[src/rtl/sar_sample_averager.sv]
`default_nettype none
// ============================================================================
//  Module   : sar_sample_averager
//  Purpose  : Captures SAR conversion results on the rising edge of sar_done,
//             re-arms the SAR with a fixed-width restart pulse, and averages
//             1/2/4/8 samples into a handshaked output register.
//  Revision : 1.0  initial release
// ============================================================================
module sar_sample_averager #(
   parameter int RESTART_CYCLES = 2
) (
   input  logic       clk,
   input  logic       rst_n,
   input  logic [7:0] sar_data,
   input  logic       sar_done,
   input  logic [1:0] avg_sel,
   input  logic       out_ready,
   input  logic       clr_overrun,
   output logic       sar_restart,
   output logic [7:0] avg_out,
   output logic       avg_valid,
   output logic       overrun,
   output logic [2:0] sample_cnt
);

   // Restart counter loads with the number of remaining high cycles minus one.
   localparam logic [3:0] RESTART_LAST = 4'(RESTART_CYCLES - 1);

   typedef enum logic [0:0] {
      WAIT_DONE = 1'b0,
      RESTART   = 1'b1
   } state_t;

   state_t      state;
   logic        done_q;
   logic [3:0]  restart_cnt;
   logic [10:0] acc;
   logic [1:0]  sel_q;

   logic        capture;
   logic [1:0]  eff_sel;
   logic [2:0]  last_cnt;
   logic        last_sample;
   logic [10:0] sum;
   logic [7:0]  avg_new;
   logic        complete;
   logic        out_free;

   // Capture decode, effective block size and completed-average arithmetic.
   always_comb begin
      capture  = (state == WAIT_DONE) && sar_done && !done_q;
      // The first capture of a block uses the live select; later ones the latched copy.
      eff_sel  = (sample_cnt == 3'd0) ? avg_sel : sel_q;
      last_cnt = 3'd0;
      case (eff_sel)
         2'd0:    last_cnt = 3'd0;
         2'd1:    last_cnt = 3'd1;
         2'd2:    last_cnt = 3'd3;
         default: last_cnt = 3'd7;
      endcase
      last_sample = (sample_cnt == last_cnt);
      sum         = acc + {3'd0, sar_data};
      avg_new     = 8'(sum >> eff_sel);
      complete    = capture && last_sample;
      out_free    = !avg_valid || out_ready;
   end

   // Edge-detect history for sar_done; tracks the level in every state.
   always_ff @(posedge clk or negedge rst_n) begin
      if (!rst_n) begin
         done_q <= 1'b0;
      end else begin
         done_q <= sar_done;
      end
   end

   // Capture/restart FSM with a registered restart pulse.
   always_ff @(posedge clk or negedge rst_n) begin
      if (!rst_n) begin
         state       <= WAIT_DONE;
         sar_restart <= 1'b0;
         restart_cnt <= 4'd0;
      end else begin
         case (state)
            WAIT_DONE: begin
               if (capture) begin
                  state       <= RESTART;
                  sar_restart <= 1'b1;
                  restart_cnt <= RESTART_LAST;
               end
            end
            RESTART: begin
               if (restart_cnt == 4'd0) begin
                  state       <= WAIT_DONE;
                  sar_restart <= 1'b0;
               end else begin
                  restart_cnt <= restart_cnt - 4'd1;
               end
            end
            default: begin
               state       <= WAIT_DONE;
               sar_restart <= 1'b0;
               restart_cnt <= 4'd0;
            end
         endcase
      end
   end

   // Accumulator, sample counter and per-block select latch.
   always_ff @(posedge clk or negedge rst_n) begin
      if (!rst_n) begin
         acc        <= 11'd0;
         sample_cnt <= 3'd0;
         sel_q      <= 2'd0;
      end else if (capture) begin
         if (sample_cnt == 3'd0) begin
            sel_q <= avg_sel;
         end
         if (last_sample) begin
            acc        <= 11'd0;
            sample_cnt <= 3'd0;
         end else begin
            acc        <= sum;
            sample_cnt <= sample_cnt + 3'd1;
         end
      end
   end

   // Output register with ready/valid handshake; a result arriving while the
   // register is still occupied is dropped and flagged.
   always_ff @(posedge clk or negedge rst_n) begin
      if (!rst_n) begin
         avg_out   <= 8'h00;
         avg_valid <= 1'b0;
      end else if (complete && out_free) begin
         avg_out   <= avg_new;
         avg_valid <= 1'b1;
      end else if (avg_valid && out_ready) begin
         avg_valid <= 1'b0;
      end
   end

   // Sticky overrun; a new overrun event has priority over the clear.
   always_ff @(posedge clk or negedge rst_n) begin
      if (!rst_n) begin
         overrun <= 1'b0;
      end else if (complete && !out_free) begin
         overrun <= 1'b1;
      end else if (clr_overrun) begin
         overrun <= 1'b0;
      end
   end

endmodule
`default_nettype wire
[config.mk]
export PLATFORM = sky130hd
export DESIGN_NAME = sar_sample_averager
export DESIGN_NICKNAME = d
export VERILOG_FILES = /design/src/rtl/sar_sample_averager.sv
export SDC_FILE = /design/constraint.sdc
export NUM_CORES = 1
export LEC_CHECK = 0
export ABC_AREA = 1
export CAP_MARGIN = 30
export CORE_ASPECT_RATIO = 1.1
export CORE_MARGIN = 2
export CORE_UTILIZATION = 50
export DETAILED_ROUTE_END_ITERATION = 8
export PLACE_DENSITY = 0.76
export SLEW_MARGIN = 0
export SYNTH_ARGS = -nofsm -noshare
export SYNTH_HDL_FRONTEND = slang
export SYNTH_SLANG_ARGS = --single-unit
[constraint.sdc]
create_clock -name clk -period 2 [get_ports clk]
set_input_delay 0.4 -clock clk [delete_from_list [all_inputs] [get_ports clk]]
set_output_delay 0.4 -clock clk [all_outputs]
set_load 0.1 [all_outputs]
==> out/qor.csv, run 1 <==
stage,metric,value,unit
timing,Worst Skew,3.15,ps
pwr,sequential power share,19.0,%
timing,setup violation total in the final timing report,0,
timing,Slew Limit Headroom,71.4,%
clock_network,later-pin clock latency in the skew report,290,ps
synthesis,post-synthesis instance total,313,
setup_path,crit-path max FO,6,
setup_path,Top delay family on crit path,simple AND/OR/NAND/NOR gates,
layout,Filler Cells Inserted,324,
timing,Final Hold Fails,0,
layout,"commonest non-fill, non-tap cell in the layout",nand2_1,
clock_network,clock root buffer,clkbuf_8,
timing,Tmin final,1920,ps
pwr,P_int,3010,uW
clock_network,CTS Buf Count,5,
placed_design,post-place setup slack,-463,ps
pwr,Psw,3150,uW
setup_path,Worst path depth,13,
setup_path,CP max stage cell,dfrtp_4,
placed_design,Placer Congestion,0.917,
global_route,pin count of the biggest net entering global routing,34,
floorplanning,num rows,25,
pwr,worst vdd ir,0.00142,V
synthesis,adder-cell share of the synthesized area,7.58,%
timing,Sum Neg Setup Slack,0,ps
synthesis,top_reg_cell synth,dfrtp_1,
clock_network,clk sink count,33,
timing,Final WS setup,83.7,ps
worst_hold_path,hold path endpoint,sar_restart,
layout,share of cells above drive strength 1,31.8,%
pwr,Lkg Pwr,0.00172,uW
layout,"commonest cells after routing, fill and taps aside","nand2_1, buf_4, inv_1",
synthesis,number of library cell types mapped by synthesis,31,
synthesis,Simple-Gate Fraction of Synth Area,37.6,%
pwr,Cell Pwr Density,1890,nW/um^2
timing,f_max,522,MHz
placed_design,Placement Cell Area,2860,um^2
placed_design,port buffer count,28,
layout,# diodes,0,
global_route,grt ovf,0,
setup_path,CP required,2180,ps
detailed_routing,Starting DRT DRC Count,133,
clock_network,Max clock buf depth,2,
global_route,GRT Overall Usage,24.6,%
synthesis,"Seq/Total Area, Yosys",36.8,%
synthesis,syn_nets,341,
floorplanning,Core Footprint,4320,um^2
pwr,Clk pwr share,8.6,%
synthesis,Avg Inst Size Synth,7.17,um^2
setup_path,CP cell instances,clkinv_4 > ha_4 > nand3_2 > nand2_2 > inv_4 > nand3_2 > nand2_1 > nor2_2 > nand2_4 > buf_4 > buf_4 > nand3_1 > nand2_1,
job,Max Cap Violations,0,
worst_hold_path,HP Class,flop to flop,
synthesis,Post-synth EDFFs,0,
detailed_routing,WL per Instance,13.1,um
setup_path,worst r2r src,sample_cnt[1],
floorplanning,die area,5040,um^2
pwr,Comb power frac,72.4,%
detailed_routing,vias after detailed routing,2270,
detailed_routing,vias per std cell,5.11,
placed_design,hpwl dp,4.10,mm
synthesis,largest family of logic cells by synthesized area,simple AND/OR/NAND/NOR gates,
worst_hold_path,hold path depth,2,
synthesis,Seq cells post-synth,33,
floorplanning,Die Y-Extent,74.3,um
global_route,vias in the first global route,2248,
timing,worst slew pin tran,429,ps
synthesis,"Warnings, synthesis",0,
setup_path,critical path type,flop to flop,
floorplanning,Initial Util,52.0,%
clock_network,cts hold-fix bufs,0,
setup_path,Buf/Inv on CP,4,
synthesis,Syn Std Cell Area,2240,um^2
global_route,first-pass GRT wire length,9.41,mm
pwr,sw frac,51.2,%
clock_network,Clock transition at path regs,70,ps
detailed_routing,Detailed Route WL,5.83,mm
setup_path,R2R Setup Slk,80,ps
floorplanning,num ports,29,
setup_path,Worst R2R End,acc[0],
setup_path,Worst setup SP type,flop,
setup_path,Worst R2R Path Depth,13,
synthesis,Compound-Gate Fraction of Synth Area,7.92,%
global_route,initial antenna violation count,0,
worst_hold_path,hold_sp,sar_restart,
clock_network,CTS tree,yes,
floorplanning,die width,67.9,um
setup_path,WP data arrival,2100,ps
detailed_routing,DR pass1 iterations,4,
synthesis,ys async rst share,100,%
layout,"Net count, final",417,
synthesis,multiplexer area fraction after synthesis,0,%
clock_network,H-tree levels,2,
layout,area grow syn2layout,45.4,%
detailed_routing,DRC Markers,0,
setup_path,CP endpoint kind,flop,
timing,Tcrit/Tclk final,95.8,%
layout,design area,3260,um^2
timing,final slew viol count,0,
synthesis,xor and xnor fraction of the mapped netlist area,1.17,%
run_status,status,completed,
detailed_routing,Antenna Nets Post-Route,0,
setup_path,critical path's largest stage delay,500,ps
==> power groups by stage <==
stage	Clock, uW	Combinational, uW	Sequential, uW
after floorplan	0	1920	1910
after global routing	561	4840	1220
final	529	4460	1170
after global placement	0	3810	1150
after CTS	544	4050	1150
after detailed placement	0	3870	1160
==> cell usage after synthesis, types with 2 or more instances <==
| library cell | instances | area, um^2 |
|---|---|---|
| clkbuf_1 | 2 | 7.51 |
| nand3_1 | 45 | 225 |
| nand2_2 | 7 | 43.8 |
| o22ai_1 | 3 | 18.8 |
| nand2_1 | 110 | 413 |
| xor2_1 | 2 | 17.5 |
| nor2_1 | 10 | 37.5 |
| inv_1 | 39 | 146 |
| nand2_4 | 2 | 22.5 |
| a21oi_1 | 8 | 40.0 |
| dfrtp_1 | 33 | 826 |
| o21ai_0 | 15 | 75.1 |
| inv_2 | 3 | 11.3 |
| nand4_1 | 5 | 31.3 |
| ha_1 | 12 | 150 |
| buf_6 | 2 | 22.5 |
==> flip-flops by register name (all words and copies together) (netlist names), 2 cells and up <==
register	flops
acc	11
avg_out	8
restart_cnt	4
sample_cnt	3
sel_q	2
==> logic make-up after synthesis <==
group | count (synthesis)
XOR/XNOR | 3
flip-flops | 33
AND/OR/NAND/NOR | 186
buffers and inverters | 48
adder cells (fa/ha/maj) | 13
AO/OA/AOI/OAI | 30
==> cell type report <==
type	count	area [um^2]	share of cell area (%)
Tap cell	54	67.6	2.07
Multi-Input combinational cell	232	1460	44.8
Timing Repair Buffer	75	641	19.6
Clock buffer	8	90.1	2.76
Sequential cell	33	835	25.6
Inverter	42	168	5.14
==> repair_timing <==
item	4_1_cts	5_1_grt
resized for setup	10	39
pin swaps	4	21
endpoints found under the hold margin	0	0
setup buffers	4	6
setup endpoints to repair	11	18
==> worst max path at each step <==
stage | start | to
2_1_floorplan | sample_cnt[0] | avg_out[0]
3_3_place_gp | sar_data[0] | avg_out[6]
3_5_place_dp | sar_data[0] | avg_out[6]
4_1_cts | sar_data[0] | avg_out[1]
5_1_grt | sample_cnt[1] | avg_out[5]
6_report | sample_cnt[1] | acc[0]
==> layer usage <==
layer,track usage (%),up-vias,wire length (um)
li1,-,1158,-
met1,29.6,1055,2390
met2,42.8,46,3080
met3,4.24,11,228
met4,11.3,0,128
met5,0,-,0
==> worst register-to-register path, stage by stage, from the launching register on <==
cell	delay [ps]
dfrtp_4	500
clkinv_4	70
ha_4	170
nand3_2	90
nand2_2	130
inv_4	60
nand3_2	60
nand2_1	60
nor2_2	160
nand2_4	120
buf_4	170
buf_4	120
nand3_1	50
nand2_1	50
==> stage by stage <==
| step | instances | hold slack (ps) | total power, uW | util [%] |
|---|---|---|---|---|
| floorplan | 313 | 104 | 3830 | - |
| global placement | 426 | 458 | 4960 | 66.2 |
| detailed placement | 426 | 460 | 5030 | 66.2 |
| CTS | 438 | 478 | 5740 | 70.0 |
| global route | 444 | 505 | 6620 | 75.6 |
| finish | 444 | 475 | 6160 | 75.6 |
Note: power is estimated with default switching activity, not from simulation.
==> run 2: changes to the inputs <==
Settings changed: CORE_MARGIN 2 to 5.
==> run 2 against run 1 <==
Against the previous run: sequential power barely moved; critical path depth did not move; cell area fell by 0.61%; setup slack got worse by 29 ps; combinational power rose by 1%; non-clock buffer count fell by 3; critical endpoint is now avg_out[7].
==> out/qor.csv, run 2 (synthesized netlist as in run 1, its figures left out) <==
stage,metric,value,unit
global_route,first-pass GRT wire length,9.73,mm
setup_path,critical path type,flop to flop,
clock_network,later-pin clock latency in the skew report,290,ps
detailed_routing,vias after detailed routing,2336,
floorplanning,Core Footprint,4320,um^2
layout,area grow syn2layout,44.5,%
timing,Final Hold Fails,0,
job,Max Cap Violations,0,
layout,most flop-heavy register,acc,
timing,Slew Limit Headroom,70.9,%
placed_design,Placement Cell Area,2830,um^2
floorplanning,num ports,29,
floorplanning,num rows,25,
pwr,sequential power share,18.7,%
pwr,worst vdd ir,0.00134,V
floorplanning,die width,73.9,um
worst_hold_path,HP Class,flop to flop,
timing,RSZ-0062 raised after global routing,yes,
clock_network,Clock transition at path regs,70,ps
detailed_routing,WL per Instance,13.5,um
pwr,sw frac,51.5,%
setup_path,CP endpoint kind,flop,
timing,Tcrit/Tclk final,97.3,%
global_route,GRT Overall Usage,20.7,%
floorplanning,Initial Util,52.0,%
layout,final core utilization,75.2,%
layout,max reg flops,11,
clock_network,Max clock buf depth,2,
clock_network,clock root buffer,clkbuf_8,
layout,design area,3240,um^2
detailed_routing,DRC Markers,0,
placed_design,hpwl dp,4.16,mm
setup_path,crit-path max FO,6,
timing,Final WS setup,54.8,ps
pwr,Comb power frac,72.5,%
layout,# diodes,0,
setup_path,CP max stage cell,dfrtp_4,
detailed_routing,Starting DRT DRC Count,177,
detailed_routing,Detailed Route WL,5.96,mm
timing,worst slew pin tran,436,ps
setup_path,CP cell instances,clkinv_4 > ha_4 > nand2_4 > nand2_4 > nand2_4 > buf_6 > a22oi_4 > nand2_4 > buf_12 > nor2_8 > nand2_2 > nand2_1 > nand2_1,
pwr,Clk pwr share,8.8,%
pwr,P_int,3020,uW
detailed_routing,Antenna Nets Post-Route,0,
run_status,status,completed,
setup_path,WP data arrival,2130,ps
layout,Layout Cells excl Fill,442,
setup_path,CP startpoint,sample_cnt[1],
floorplanning,Die Y-Extent,80.3,um
timing,setup violation total in the final timing report,0,
global_route,grt ovf,0,
placed_design,Placer Congestion,0.897,
global_route,pin count of the biggest net entering global routing,34,
setup_path,"Top cell by count, worst path",nand2_4,
floorplanning,die area,5930,um^2
detailed_routing,DR pass1 iterations,4,
timing,Sum Neg Setup Slack,0,ps
clock_network,CTS Buf Count,5,
placed_design,port buffer count,28,
setup_path,worst r2r src,sample_cnt[1],
placed_design,DP Cell Count,424,
setup_path,Top delay family on crit path,simple AND/OR/NAND/NOR gates,
timing,final slew viol count,0,
worst_hold_path,hold_sp,avg_out[1],
layout,"commonest cells after routing, fill and taps aside","nand2_1, buf_4, inv_1",
clock_network,CTS tree,yes,
layout,Top Registers,"acc x11, avg_out x8, restart_cnt x4",
pwr,Psw,3210,uW
layout,Filler Cells Inserted,321,
global_route,vias in the first global route,2289,
setup_path,CP required,2180,ps
layout,"Net count, final",415,
clock_network,H-tree levels,2,
pwr,Cell Pwr Density,1920,nW/um^2
detailed_routing,vias per std cell,5.29,
layout,share of cells above drive strength 1,32.0,%
clock_network,clk sink count,33,
timing,Tmin final,1950,ps
timing,f_max,514,MHz
setup_path,Worst setup SP type,flop,
pwr,Lkg Pwr,0.00169,uW
layout,"commonest non-fill, non-tap cell in the layout",nand2_1,
timing,Worst Skew,3.28,ps
setup_path,Buf/Inv on CP,3,
global_route,initial antenna violation count,0,
placed_design,post-place setup slack,-461,ps
setup_path,critical path's largest stage delay,490,ps
==> run 2: through the flow <==
stage               hold slack (ps)  total power, uW
floorplan                       104             3830
global placement                456             4880
detailed placement              467             4960
CTS                             487             5600
global route                    513             6740
finish                          476             6220
==> run 2: what timing repair did <==
action / CTS / global route
buffers inserted: 1 / 8
gates resized for setup: 11 / 39
hold buffers: 0 / 0
setup endpoints to repair: 13 / 10
gates cloned: 0 / 1
pin swaps: 4 / 17
==> run 2: per-layer routing <==
metal  global-route usage (%)  part of all wire (%)  vias up
met5                        0                     0        -
met4                     8.70                   3.5        0
met3                     3.50                   3.3       19
met2                     35.5                    51       54
met1                     25.1                    42     1110
li1                         -                     -     1153
==> run 2: worst paths after layout <==
path | end | slack (ps) | depth (start not counted)
worst max-delay path | avg_out[7] | 50 | 13
worst min-delay path | avg_out[1] | 480 | 2
worst max register to register | avg_out[7] | 50 | 13
worst min register to register | avg_out[1] | 480 | 2
max in group asynchronous | sample_cnt[0] | 1140 | 2
min in group asynchronous | acc[6] | 510 | 2
==> run 2: final cells by class <==
cell class                      count  area [um^2]  share of cell area [%]
Inverter                           42          168                    5.17
Sequential cell                    33          835                    25.7
Clock inverter                      1         7.51                   0.231
Clock buffer                        7         86.3                    2.66
Tap cell                           54         67.6                    2.08
Timing Repair Buffer               72          616                    19.0
Multi-Input combinational cell    233         1470                    45.2
==> run 2: power by group through the flow <==
stage                     clock network (uW)  logic [uW]  registers (uW)
final                                    547        4510            1170
after global routing                     581        4950            1210
after CTS                                559        3910            1130
after detailed placement                   0        3810            1150
after global placement                     0        3740            1150
after floorplan                            0        1920            1910
==> run 2: worst reg2reg max path, stage by stage (launching register included) <==
cell	delay [ps]
dfrtp_4	490
clkinv_4	70
ha_4	180
nand2_4	80
nand2_4	60
nand2_4	80
buf_6	130
a22oi_4	170
nand2_4	110
buf_12	140
nor2_8	100
nand2_2	100
nand2_1	70
nand2_1	50
